File: config.mk
export PLATFORM = sky130hd
export DESIGN_NAME = lb_read_scheduler
export DESIGN_NICKNAME = d
export VERILOG_FILES = /design/src/rtl/lb_read_scheduler.sv
export SDC_FILE = /design/constraint.sdc
export NUM_CORES = 1
export LEC_CHECK = 0
export ABC_CLOCK_PERIOD_IN_PS = 1900
export BUFFER_PORTS_ARGS = -buffer_cell sky130_fd_sc_hd__buf_4
export CORE_UTILIZATION = 32
export DETAILED_ROUTE_END_ITERATION = 12
export GPL_TIMING_DRIVEN = 0
export PLACE_DENSITY = 0.88
export RECOVER_POWER = 25
export SLEW_MARGIN = 20
export SYNTH_ARGS = -nofsm -noshare
export SYNTH_HDL_FRONTEND = slang
export SYNTH_SLANG_ARGS = --single-unit
File: constraint.sdc
create_clock -name clock -period 1.9 [get_ports clock]
set_clock_uncertainty 0.15 [all_clocks]
set_input_delay 0.285 -clock clock [delete_from_list [all_inputs] [get_ports clock]]
set_output_delay 0.285 -clock clock [all_outputs]
set_load 0.05 [all_outputs]
File: src/rtl/lb_read_scheduler.sv
// rtl/lb_read_scheduler.sv - round-robin locked-burst read scheduler for the line buffer read port
// Define LB_SCHED_FIXED_PRIO_EN to replace round-robin with fixed lowest-index priority.
module lb_read_scheduler #(
  parameter int N      = 4,
  parameter int ID_W   = 2,
  parameter int OFF_W  = 2,
  parameter int BEATS  = 4,
  parameter int DATA_W = 64
) (
  input  logic               clock,
  input  logic               reset_n,
  input  logic [N-1:0]       io_in_valid,
  output logic [N-1:0]       io_in_ready,
  input  logic [N*ID_W-1:0]  io_in_id,
  input  logic [N*OFF_W-1:0] io_in_offset,
  output logic               io_lb_req_valid,
  input  logic               io_lb_req_ready,
  output logic [ID_W-1:0]    io_lb_req_id,
  output logic [OFF_W-1:0]   io_lb_req_offset,
  input  logic               io_lb_rsp_valid,
  input  logic [DATA_W-1:0]  io_lb_rsp_data,
  output logic [N-1:0]       io_rsp_valid,
  output logic [DATA_W-1:0]  io_rsp_data,
  output logic               io_rsp_last,
  output logic               io_busy,
  output logic               io_err
);
  localparam int IDX_W = (N > 1) ? $clog2(N) : 1;
  localparam int CNT_W = OFF_W + 1;
  localparam logic [CNT_W-1:0] LAST_CNT = CNT_W'(BEATS - 1);

  typedef enum logic [1:0] {S_IDLE, S_ISSUE, S_DRAIN} state_t;

  state_t           r_state;
  state_t           w_state_nxt;
  logic [IDX_W-1:0] r_owner;
  logic [ID_W-1:0]  r_id;
  logic [OFF_W-1:0] r_off;
  logic [CNT_W-1:0] r_issue_cnt;
  logic [CNT_W-1:0] r_rsp_cnt;
  logic             r_err;
  logic [IDX_W-1:0] w_start;
  logic [IDX_W-1:0] w_gnt_idx;
  logic             w_gnt_found;
  int               w_scan;
  logic             w_accept;
  logic             w_req_fire;
  logic             w_rsp_ok;

`ifdef LB_SCHED_FIXED_PRIO_EN
  assign w_start = '0;
`else
  logic [IDX_W-1:0] r_rr;
  assign w_start = r_rr;

  always_ff @(posedge clock or negedge reset_n) begin
    if (!reset_n) begin
      r_rr <= '0;
    end else if (w_accept) begin
      r_rr <= (int'(w_gnt_idx) == N - 1) ? '0 : w_gnt_idx + IDX_W'(1);
    end
  end
`endif

  // First valid requester at or above the scan start, wrapping modulo N.
  always_comb begin
    w_gnt_found = 1'b0;
    w_gnt_idx   = '0;
    w_scan      = 0;
    for (int k = 0; k < N; k++) begin
      w_scan = (int'(w_start) + k) % N;
      if (!w_gnt_found && io_in_valid[w_scan[IDX_W-1:0]]) begin
        w_gnt_found = 1'b1;
        w_gnt_idx   = w_scan[IDX_W-1:0];
      end
    end
  end

  assign w_accept   = (r_state == S_IDLE) && w_gnt_found;
  assign w_req_fire = (r_state == S_ISSUE) && io_lb_req_ready;
  // A beat is routable only while one is outstanding; anything else is dropped and flagged.
  assign w_rsp_ok   = io_lb_rsp_valid && (r_state != S_IDLE) && (r_rsp_cnt != r_issue_cnt);

  always_ff @(posedge clock or negedge reset_n) begin
    if (!reset_n) begin
      r_state <= S_IDLE;
    end else begin
      r_state <= w_state_nxt;
    end
  end

  always_comb begin
    w_state_nxt = r_state;
    case (r_state)
      S_IDLE:  if (w_accept) w_state_nxt = S_ISSUE;
      S_ISSUE: if (w_req_fire && (r_issue_cnt == LAST_CNT)) w_state_nxt = S_DRAIN;
      S_DRAIN: if (w_rsp_ok && (r_rsp_cnt == LAST_CNT)) w_state_nxt = S_IDLE;
      default: w_state_nxt = S_IDLE;
    endcase
  end

  always_comb begin
    io_in_ready     = '0;
    io_lb_req_valid = 1'b0;
    io_rsp_valid    = '0;
    io_rsp_last     = 1'b0;
    io_busy         = (r_state != S_IDLE);
    if ((r_state == S_IDLE) && w_gnt_found && reset_n) io_in_ready[w_gnt_idx] = 1'b1;
    if (r_state == S_ISSUE) io_lb_req_valid = 1'b1;
    if (w_rsp_ok) begin
      io_rsp_valid[r_owner] = 1'b1;
      io_rsp_last           = (r_rsp_cnt == LAST_CNT);
    end
  end

  always_ff @(posedge clock or negedge reset_n) begin
    if (!reset_n) begin
      r_owner     <= '0;
      r_id        <= '0;
      r_off       <= '0;
      r_issue_cnt <= '0;
      r_rsp_cnt   <= '0;
      r_err       <= 1'b0;
    end else begin
      if (w_accept) begin
        r_owner     <= w_gnt_idx;
        r_id        <= io_in_id[w_gnt_idx*ID_W +: ID_W];
        r_off       <= io_in_offset[w_gnt_idx*OFF_W +: OFF_W];
        r_issue_cnt <= '0;
        r_rsp_cnt   <= '0;
      end else begin
        if (w_req_fire) r_issue_cnt <= r_issue_cnt + CNT_W'(1);
        if (w_rsp_ok)   r_rsp_cnt   <= r_rsp_cnt + CNT_W'(1);
      end
      if (io_lb_rsp_valid && !w_rsp_ok) r_err <= 1'b1;
    end
  end

  // Critical word first: the offset add truncates so the burst wraps within the line.
  assign io_lb_req_id     = r_id;
  assign io_lb_req_offset = r_off + r_issue_cnt[OFF_W-1:0];
  assign io_rsp_data      = io_lb_rsp_data;
  assign io_err           = r_err;

endmodule

==> reports/metrics.cfg, run 1 <==
[synth]
synth_top_area_cell=buf_4
synth_area_leaders=buf_4 30%, dfrtp_1 27%, ha_1 7.0%
netlist_instances=180
async_flop_share_pct=100.0
synth_cell_type_count=31
syn_area_um2=1605
yosysWarnings=0
ys_seq_area_share_pct=26.50
ys_ff_latch=17
synthFlopType=dfrtp_1
synth_top_area_share_pct=29.93
synthesis.nets=277
avgSynthCellArea_um2=8.918
synth-edff-count=0

[final_layout]
regArea_um2=429.2
multi_input_area_um2=807.0
final_common_cell=buf_4
fillers=451
drive_gt1_share_pct=63.70
nNetsFinal=401
n_antenna_cell=0
final_cells=370
mostFrequentLayoutCells=146 x buf_4, 25 x clkbuf_1, 14 x nand2_1, 14 x dfrtp_1
syn2layout_area_growth_pct=72.88

[detailed_routing]
first_pass_iters=4
routed_via_density=4.400
drtIter0Drc=65
drt-met1-wl_um=1517
post_drt_wl_per_cell_um=12.10
vias=1628
met3_wirelength_um=390
wl_um=4477
routed.top_layer=met4
drcViolationCount=0
antenna_left=0
met2WireLength_um=2535

[sta]
slew_headroom_pct=45.52
finalSetupViolCount=10
rsz0062_at_grt=true
slew_viol_final=0
finalSetupTns_ns=-2.033
fin_crit_sh_pct=115.1
final.min_clock_period_ns=2.187
layout_setup_ws_ns=-0.2870
tightest_slew_ns=0.8145
clock.fmax_mhz=457.3
timing.hold.ws_ns=0.1763
hold_viol=0

[clock_tree]
cts_max_level=1
clk_latency_ns=0.25
cts_root_buffer=clkbuf_8
clk_pin_slew_worst_paths_ns=0.07
numCtsBuffers=3
ctsLongestPathBuffers=2
cts.sinks=17
cts_tree=built

[setup_path]
worstReg2RegStart=r_rr[1]
worstPathRequired_ns=1.46
path_max_fanout=4
critPathKind=reg -> out
end_kind=output pin
regToRegSetupSlack_ns=0.08
worst_ep_arrival_time_ns=1.75
startpoint_type=flop
rr_worst_depth=8
r2r_end=r_off[0]

[floorplanning]
start_util_pct=33.54
die_h_um=72.83
ios=168
rows=25
core_um2=4786
die_w_um=72.83
fp.dieArea_um2=5303

[worst_hold_path]
hold_path.class=in -> reg
min_to=io_err
hp-start=io_lb_rsp_valid
hold_depth=3

[placement]
place_hpwl_um=3392
io_buffers=103
place.gp.congestion=0.7270
placed_cells=350

[run]
maxCapViolations=0

[power_and_ir_drop]
p_leak_nw=1.408
power_per_cell_area_nw_per_um2=1288
ir_drop_mv=0.6017
power_mw=3.575

[grt]
grt_max_degree=18
first_global_vias=1536
grt_pass1_wl_um=6603
overflow=0
grt_antenna_before_repair=0
grt.total_usage_pct=15.86

[run_status]
status=finished, violations left
violations=negative setup slack

[worst max path at each step]
stage,from,to,cells past startpoint
6_report,r_rr[0],io_in_ready[1],6
5_1_grt,r_rr[0],io_in_ready[0],6
4_1_cts,r_rr[1],io_in_ready[2],8
3_5_place_dp,io_in_valid[2],io_in_ready[0],8
3_3_place_gp,io_in_valid[2],io_in_ready[0],8
2_1_floorplan,r_issue_cnt[1],io_rsp_valid[0],3
[timing repair]
item / CTS / global route
resized for setup: 33 / 14
pin swaps: 9 / 9
hold buffers: 1 / 0
buffers inserted: 11 / 4
endpoints found under the setup margin: 10 / 15
hold endpoints to repair: 17 / 0
[worst max-delay path, cell delays in order, from the launching register on]
cell	delay, ns
dfrtp_1	0.41
o22ai_1	0.14
a211oi_4	0.34
buf_4	0.19
ha_4	0.12
and3_4	0.18
buf_8	0.14
[metrics by stage]
stage	util [%]	setup slack, ns	area (um^2)
after floorplan	-	-0.1185	1648
after global placement	52.34	-0.3937	2505
after detailed placement	52.34	-0.4405	2505
after CTS	57.91	-0.2482	2771
after global routing	57.99	-0.3609	2775
final	57.99	-0.2870	2775
[area by class of cell]
cell class,count,area share [%]
Sequential cell,17,15.46
Tap cell,67,3.021
Timing Repair Buffer,119,31.61
Multi-Input combinational cell,87,29.08
Clock buffer,4,1.623
Buffer,65,17.72
Inverter,11,1.488
[kinds of logic (layout without fill, tap and decap cells)]
group | Yosys count | count (layout) | synth area share (%)
adder cells (fa/ha/maj) | 9 | 9 | 7.015
AND/OR/NAND/NOR | 38 | 38 | 11.61
XOR/XNOR | 6 | 6 | 3.274
AO/OA/AOI/OAI | 24 | 24 | 12.47
flip-flops | 17 | 17 | 26.50
multiplexers | 10 | 10 | 6.314
buffers and inverters | 76 | 199 | 32.81
[flip-flops by register name (all words and copies together), names as in the netlist]
| name | cells |
|---|---|
| r_rr | 2 |
| io_lb_req_id | 2 |
| r_state | 2 |
| r_owner | 2 |
| io_err | 1 |
| r_off | 2 |
| r_rsp_cnt | 3 |
| r_issue_cnt | 3 |
[layer usage]
layer  global-route usage [%]  vias up
met2                    30.94       94
met4                    3.704        0
met3                    4.282        4
met1                    16.72      746
li1                         -      784
met5                        0        -
[cells in the mapped netlist (3+ instances only)]
cell type	number
and3_1	4
o221ai_1	4
a21oi_1	3
buf_4	64
nand2b_1	4
o22ai_1	4
nor2_1	6
ha_1	9
xnor2_1	6
nand2_1	15
mux2i_1	9
dfrtp_1	17
inv_1	11
[where the power goes]
group          switching [mW]  internal, mW  leakage, nW
logic                    1.47          1.10         1.19
registers               0.198         0.530        0.200
clock network           0.122         0.149       0.0228
Power figures use the tool's default switching activity.
==> inputs of run 2 (changes only) <==
--- a/config.mk
+++ b/config.mk
@@ -12,6 +12,7 @@
 export GPL_TIMING_DRIVEN = 0
 export PLACE_DENSITY = 0.88
 export RECOVER_POWER = 25
+export SETUP_SLACK_MARGIN = 0.3
 export SLEW_MARGIN = 20
 export SYNTH_ARGS = -nofsm -noshare
 export SYNTH_HDL_FRONTEND = slang
==> run 2 against run 1 <==
  * The flow still finishes with violations (negative setup slack)
  * Combinational power increased by 17%
  * Clock power increased by 2%
  * Core utilization increased by 3.8 points
  * Non-clock buffer count increased by 8
  * Sequential cell count unchanged
  * Critical path depth increased by 2
  * Register-to-register slack got worse by 0.17 ns
  * Total power increased by 13%
  * Sequential share of layout area decreased by 0.83 points
  * Design area increased by 6.6%
  * Via count increased by 3.4%
  * Worst hold slack improved by 0.0024 ns
==> reports/metrics.cfg, run 2 (synthesis gave the netlist of run 1 again) <==
[setup_path]
crit_family=compound AO/OA/AOI/OAI gates
crit_slowest_cell=dfrtp_1
startpoint_type=flop
crit_chain=a21o_1, a21oi_2, o22a_1, buf_6, buf_6, ha_4, and3_4, buf_8
critical_path.most_common_cell=buf_6
worstPathRequired_ns=1.46  ; about the same
critPathKind=reg -> out
path_buf_inv=3  ; +1
end_kind=output pin
worst_ep_arrival_time_ns=1.86  ; +0.11 ns
path_max_fanout=3  ; -1
cpPeakStageDelay_ns=0.42  ; about the same

[placement]
place_area_um2=2507  ; about the same
place.gp.congestion=0.7077  ; -2.7%
place_ws_ns=-0.4398  ; +0.0006180 ns
io_buffers=103  ; unchanged
placed_cells=350  ; unchanged
place_hpwl_um=3445  ; +1.6%

[sta]
clock.fmax_mhz=436.6  ; -4.5%
final.min_clock_period_ns=2.290  ; +0.1033 ns
timing.hold.ws_ns=0.1787  ; +0.002400 ns
fin_crit_sh_pct=120.5  ; +5.4 points
slew_headroom_pct=44.45  ; -1.1 points
rsz0062_at_grt=true
slew_viol_final=0  ; unchanged
tightest_slew_ns=0.8332  ; +0.01870 ns
layout_setup_ws_ns=-0.3903  ; -0.1033 ns
finalSetupViolCount=14  ; +4
hold_viol=0  ; unchanged

[run_status]
status=finished, violations left
violations=negative setup slack

[final_layout]
design_area_um2=2958  ; +6.6%
syn2layout_area_growth_pct=84.26
n_antenna_cell=0  ; unchanged
reg_top3=r_issue_cnt x3, r_rsp_cnt x3
fillers=408  ; -9.5%
drive_gt1_share_pct=69.77  ; +6.1 points
nNetsFinal=409  ; +2.0%
mostFrequentLayoutCells=143 x buf_4, 24 x clkbuf_1, 16 x buf_6
final_common_cell=buf_4
final_cells=378  ; +2.2%

[clock_tree]
numCtsBuffers=3  ; unchanged
cts.sinks=17  ; unchanged
clk_latency_ns=0.26  ; about the same
cts_root_buffer=clkbuf_8
ctsLongestPathBuffers=2  ; unchanged
clk_pin_slew_worst_paths_ns=0.08  ; about the same
cts_tree=built
cts_max_level=1  ; unchanged

[detailed_routing]
vias=1684  ; +3.4%
first_pass_iters=4  ; unchanged
post_drt_wl_per_cell_um=13.29  ; +9.8%
drcViolationCount=0  ; unchanged
antenna_left=0  ; unchanged
routed_via_density=4.455  ; +1.3%
drtIter0Drc=70  ; +7.7%
wl_um=5022  ; +12%

[power_and_ir_drop]
clkPwrFrac_pct=6.8  ; -0.8 points
pwr-share-comb_pct=74.5  ; +2.5 points
sw_frac_of_total_pct=48.79  ; -1.3 points
pwr-share-seq_pct=18.7  ; -1.7 points
ir_drop_mv=1.025  ; +70%
power_per_cell_area_nw_per_um2=1369  ; +6.3%
p_int_mw=2.074  ; +16%
p_switching_mw=1.976  ; +10%
p_leak_nw=1.495  ; +6.1%
power_mw=4.049  ; +13%

[floorplanning]
die_w_um=72.83  ; unchanged
rows=25  ; unchanged
fp.dieArea_um2=5303  ; unchanged
die_h_um=72.83  ; unchanged
start_util_pct=33.54  ; unchanged
ios=168  ; unchanged
core_um2=4786  ; unchanged

[grt]
first_global_vias=1552  ; +1.0%
grt_antenna_before_repair=0  ; unchanged
grt.total_usage_pct=16.44  ; +0.58 points
grt_pass1_wl_um=6706  ; +1.6%
grt_max_degree=18  ; unchanged
overflow=0  ; unchanged

[worst_hold_path]
hold_path.class=in -> async

[run]
maxCapViolations=0  ; unchanged

==> run 2: cell count changes in the layout (fill, tap and decap cells not counted), sizes merged <==
cell	previous run	this run
dlygate4sd3	1	0
clkinv	0	1
dlymetal6s4s	0	1
buf	159	167
clkbuf	28	27
==> run 2: path summary, 6_finish.rpt <==
| check | start | slack, ns | endpoint | cells past startpoint |
|---|---|---|---|---|
| worst min register to register | io_lb_req_id[0] | 0.35 | io_lb_req_id[0] | 2 |
| min in group clock | io_lb_rsp_valid | 0.19 | io_err | 3 |
| max in group asynchronous | reset_n | 0.83 | r_issue_cnt[0] | 2 |
| worst max register to register | r_rr[1] | -0.09 | io_lb_req_id[1] | 8 |
| worst max-delay path | r_rr[1] | -0.39 | io_in_ready[3] | 8 |
| worst min-delay path | reset_n | 0.18 | io_err | 2 |
==> run 2: worst reg2reg max path, cell delays in order, from the launching register on <==
cell      delay, ns
dfrtp_1        0.42
a21o_1         0.19
a21oi_2        0.13
o22a_1         0.18
buf_6          0.13
buf_6          0.11
buf_4          0.19
mux2i_1        0.20
o221ai_1       0.14
==> run 2: layout make-up <==
| cell class | count | area [um^2] | area share, % |
|---|---|---|---|
| repair buffers | 127 | 984.7 | 33.29 |
| multi-input cells | 87 | 877.1 | 29.65 |
| plain buffers | 65 | 491.7 | 16.62 |
| flip-flops and latches | 17 | 432.9 | 14.64 |
| well taps | 67 | 83.83 | 2.834 |
| clock buffers | 3 | 41.29 | 1.396 |
| inverters | 11 | 41.29 | 1.396 |
| clock inverters | 1 | 5.005 | 0.1692 |
==> run 2: metal layers <==
layer	global-route usage (%)	vias to the layer above	part of all wire [%]
li1	-	801	-
met1	17.40	773	33
met2	31.05	100	57
met3	4.144	10	7.6
met4	6.318	0	1.7
met5	0	-	0
==> run 2: through the flow <==
stage / TNS [ns] / util (%)
after floorplan: -0.7149 / -
after global placement: -1.763 / 52.39
after detailed placement: -2.395 / 52.39
after CTS: -2.416 / 58.56
after global routing: -3.769 / 61.80
final: -3.052 / 61.80
==> run 2: repair_timing <==
item                                   in CTS  in global routing
pin swaps                                  10                 15
hold buffers                                1                  0
endpoints found under the hold margin      17                  0
cloned                                      0                  0
setup buffers                              13                 10
setup endpoints to repair                  24                 29
resized for setup                          38                 40
==> run 2: power groups by stage <==
stage,combinational [mW],sequential (mW),clock [mW]
floorplan,1.56,0.759,0
global placement,2.08,0.721,0
detailed placement,2.12,0.732,0
CTS,2.54,0.727,0.287
global route,3.20,0.781,0.308
finish,3.02,0.755,0.277
==> inputs of run 3 (changes only) <==
--- a/config.mk
+++ b/config.mk
@@ -8,9 +8,10 @@
 export ABC_CLOCK_PERIOD_IN_PS = 1900
 export BUFFER_PORTS_ARGS = -buffer_cell sky130_fd_sc_hd__buf_4
 export CORE_UTILIZATION = 32
+export CTS_CLUSTER_DIAMETER = 80
 export DETAILED_ROUTE_END_ITERATION = 12
 export GPL_TIMING_DRIVEN = 0
-export PLACE_DENSITY = 0.88
+export PLACE_DENSITY = 0.87
 export RECOVER_POWER = 25
 export SETUP_SLACK_MARGIN = 0.3
 export SLEW_MARGIN = 20
==> run 3 against run 2 <==
  * The run still ends with negative setup slack left
  * Non-clock buffer count increased by 2
  * Clock power increased by 4%
  * Global-route usage increased by 1.6 points
  * Routed wire length increased by 2.0%
  * Sequential cell count unchanged
  * Largest power group unchanged
  * Highest routed layer unchanged
==> reports/metrics.cfg, run 3 (synthesis gave the netlist of run 1 again) <==
[run_status]
status=finished, violations left
violations=negative setup slack

[worst_hold_path]
hold_path.class=in -> reg
hp-start=io_lb_rsp_valid

[grt]
first_global_vias=1573  ; +1.4%
grt_max_degree=18  ; unchanged
grt_antenna_before_repair=0  ; unchanged
grt_pass1_wl_um=7238  ; +7.9%
grt.total_usage_pct=18.01  ; +1.6 points
overflow=0  ; unchanged

[setup_path]
worst_ep_arrival_time_ns=1.85  ; about the same
critPathKind=reg -> out
path_max_fanout=4  ; +1
startpoint_type=flop
crit_start=r_rr[0]
end_kind=output pin
worstReg2RegStart=r_rr[1]
worstPathRequired_ns=1.46  ; about the same

[floorplanning]
start_util_pct=33.54  ; unchanged
fp.dieArea_um2=5303  ; unchanged
rows=25  ; unchanged
die_w_um=72.83  ; unchanged
core_um2=4786  ; unchanged
ios=168  ; unchanged
die_h_um=72.83  ; unchanged

[sta]
tightest_slew_ns=0.8323  ; -0.0009161 ns
slew_headroom_pct=44.33  ; -0.12 points
clock.fmax_mhz=437.0  ; about the same
fin_crit_sh_pct=120.4  ; about the same
layout_setup_ws_ns=-0.3884  ; +0.001892 ns
rsz0062_at_grt=true
hold_viol=0  ; unchanged
slew_viol_final=0  ; unchanged
final.min_clock_period_ns=2.288  ; -0.001892 ns
finalSetupViolCount=16  ; +2

[clock_tree]
cts_root_buffer=clkbuf_8
clk_latency_ns=0.26  ; about the same
cts_tree=built
cts.sinks=17  ; unchanged
ctsLongestPathBuffers=2  ; unchanged
cts_max_level=1  ; unchanged
clk_pin_slew_worst_paths_ns=0.07  ; about the same
numCtsBuffers=3  ; unchanged

[detailed_routing]
drtIter0Drc=78  ; +11%
antenna_left=0  ; unchanged
first_pass_iters=4  ; unchanged
wl_um=5121  ; +2.0%
post_drt_wl_per_cell_um=13.48  ; +1.4%
drcViolationCount=0  ; unchanged
vias=1667  ; -1.0%
routed_via_density=4.387  ; -1.5%

[power_and_ir_drop]
power_per_cell_area_nw_per_um2=1375  ; +0.46%
ir_drop_mv=0.7398  ; -28%
p_leak_nw=1.501  ; +0.38%

[final_layout]
syn2layout_area_growth_pct=86.75
nNetsFinal=411  ; +0.49%
n_antenna_cell=0  ; unchanged
reg_top3=r_issue_cnt x3, r_rsp_cnt x3
final_common_cell=buf_4
mostFrequentLayoutCells=146 x buf_4, 25 x clkbuf_1, 12 x buf_6, 12 x nand2_1
final_util_pct=62.64  ; +0.84 points
fillers=426  ; +4.4%
drive_gt1_share_pct=69.97  ; +0.19 points

[placement]
place_ws_ns=-0.4519  ; -0.01202 ns
io_buffers=103  ; unchanged
place_hpwl_um=3354  ; -2.6%
place.gp.congestion=0.7015  ; -0.88%

[run]
maxCapViolations=0  ; unchanged

==> run 3: where the power goes <==
part	leakage, nW	internal [mW]	total (mW)	switching, mW
clock network	0.0228	0.150	0.289	0.140
logic	1.28	1.44	3.09	1.64
registers	0.196	0.536	0.747	0.211
==> run 3: final timing paths <==
kind / endpoint / slack [ns] / cells past startpoint
worst max-delay path: io_in_ready[0] / -0.39 / 6
worst min-delay path: io_err / 0.17 / 3
worst max register to register: r_off[0] / -0.14 / 10
worst min register to register: io_err / 0.33 / 1
max in group asynchronous: r_rsp_cnt[2] / 0.47 / 2
min in group asynchronous: r_owner[0] / 0.56 / 2
==> run 3: what timing repair did <==
item	in CTS	in global routing
endpoints found under the hold margin	17	0
endpoints found under the setup margin	23	25
pin swaps	13	14
setup buffers	19	6
resized for setup	51	29
hold buffers	1	0
==> run 3: layout make-up <==
cell class	instances	area (um^2)	area share [%]
Sequential cell	17	432.9	14.44
Clock buffer	4	45.04	1.503
Tap cell	67	83.83	2.796
Multi-Input combinational cell	87	895.9	29.88
Timing Repair Buffer	129	1005	33.51
Buffer	65	491.7	16.40
Inverter	11	43.79	1.461
==> run 3: routing by layer <==
metal	up-vias	track usage, %	share of wire (%)
met4	0	9.586	2.9
met2	93	32.19	56
li1	807	-	-
met1	755	19.74	34
met5	-	0	0
met3	12	4.144	6.6
==> run 3: worst max-delay path: stages (launching register included) <==
cell and delay (ns):
dfrtp_1 0.43, o22ai_1 0.14, a211oi_2 0.33, inv_1 0.16
ha_2 0.22, and3_4 0.17, buf_8 0.14
==> run 3: metrics by stage <==
step           hold slack (ns)  area [um^2]  setup TNS [ns]  cells  total power, mW
2_1_floorplan          -0.1606         1650         -0.7149    180            2.321
3_3_place_gp           0.02353         2507          -1.825    350            2.795
3_5_place_dp           0.02983         2507          -2.337    350            2.842
4_1_cts                 0.1834         2904          -2.351    374            3.672
5_1_grt                 0.1879         2998          -4.601    380            4.367
6_report                0.1707         2998          -3.344    380            4.123
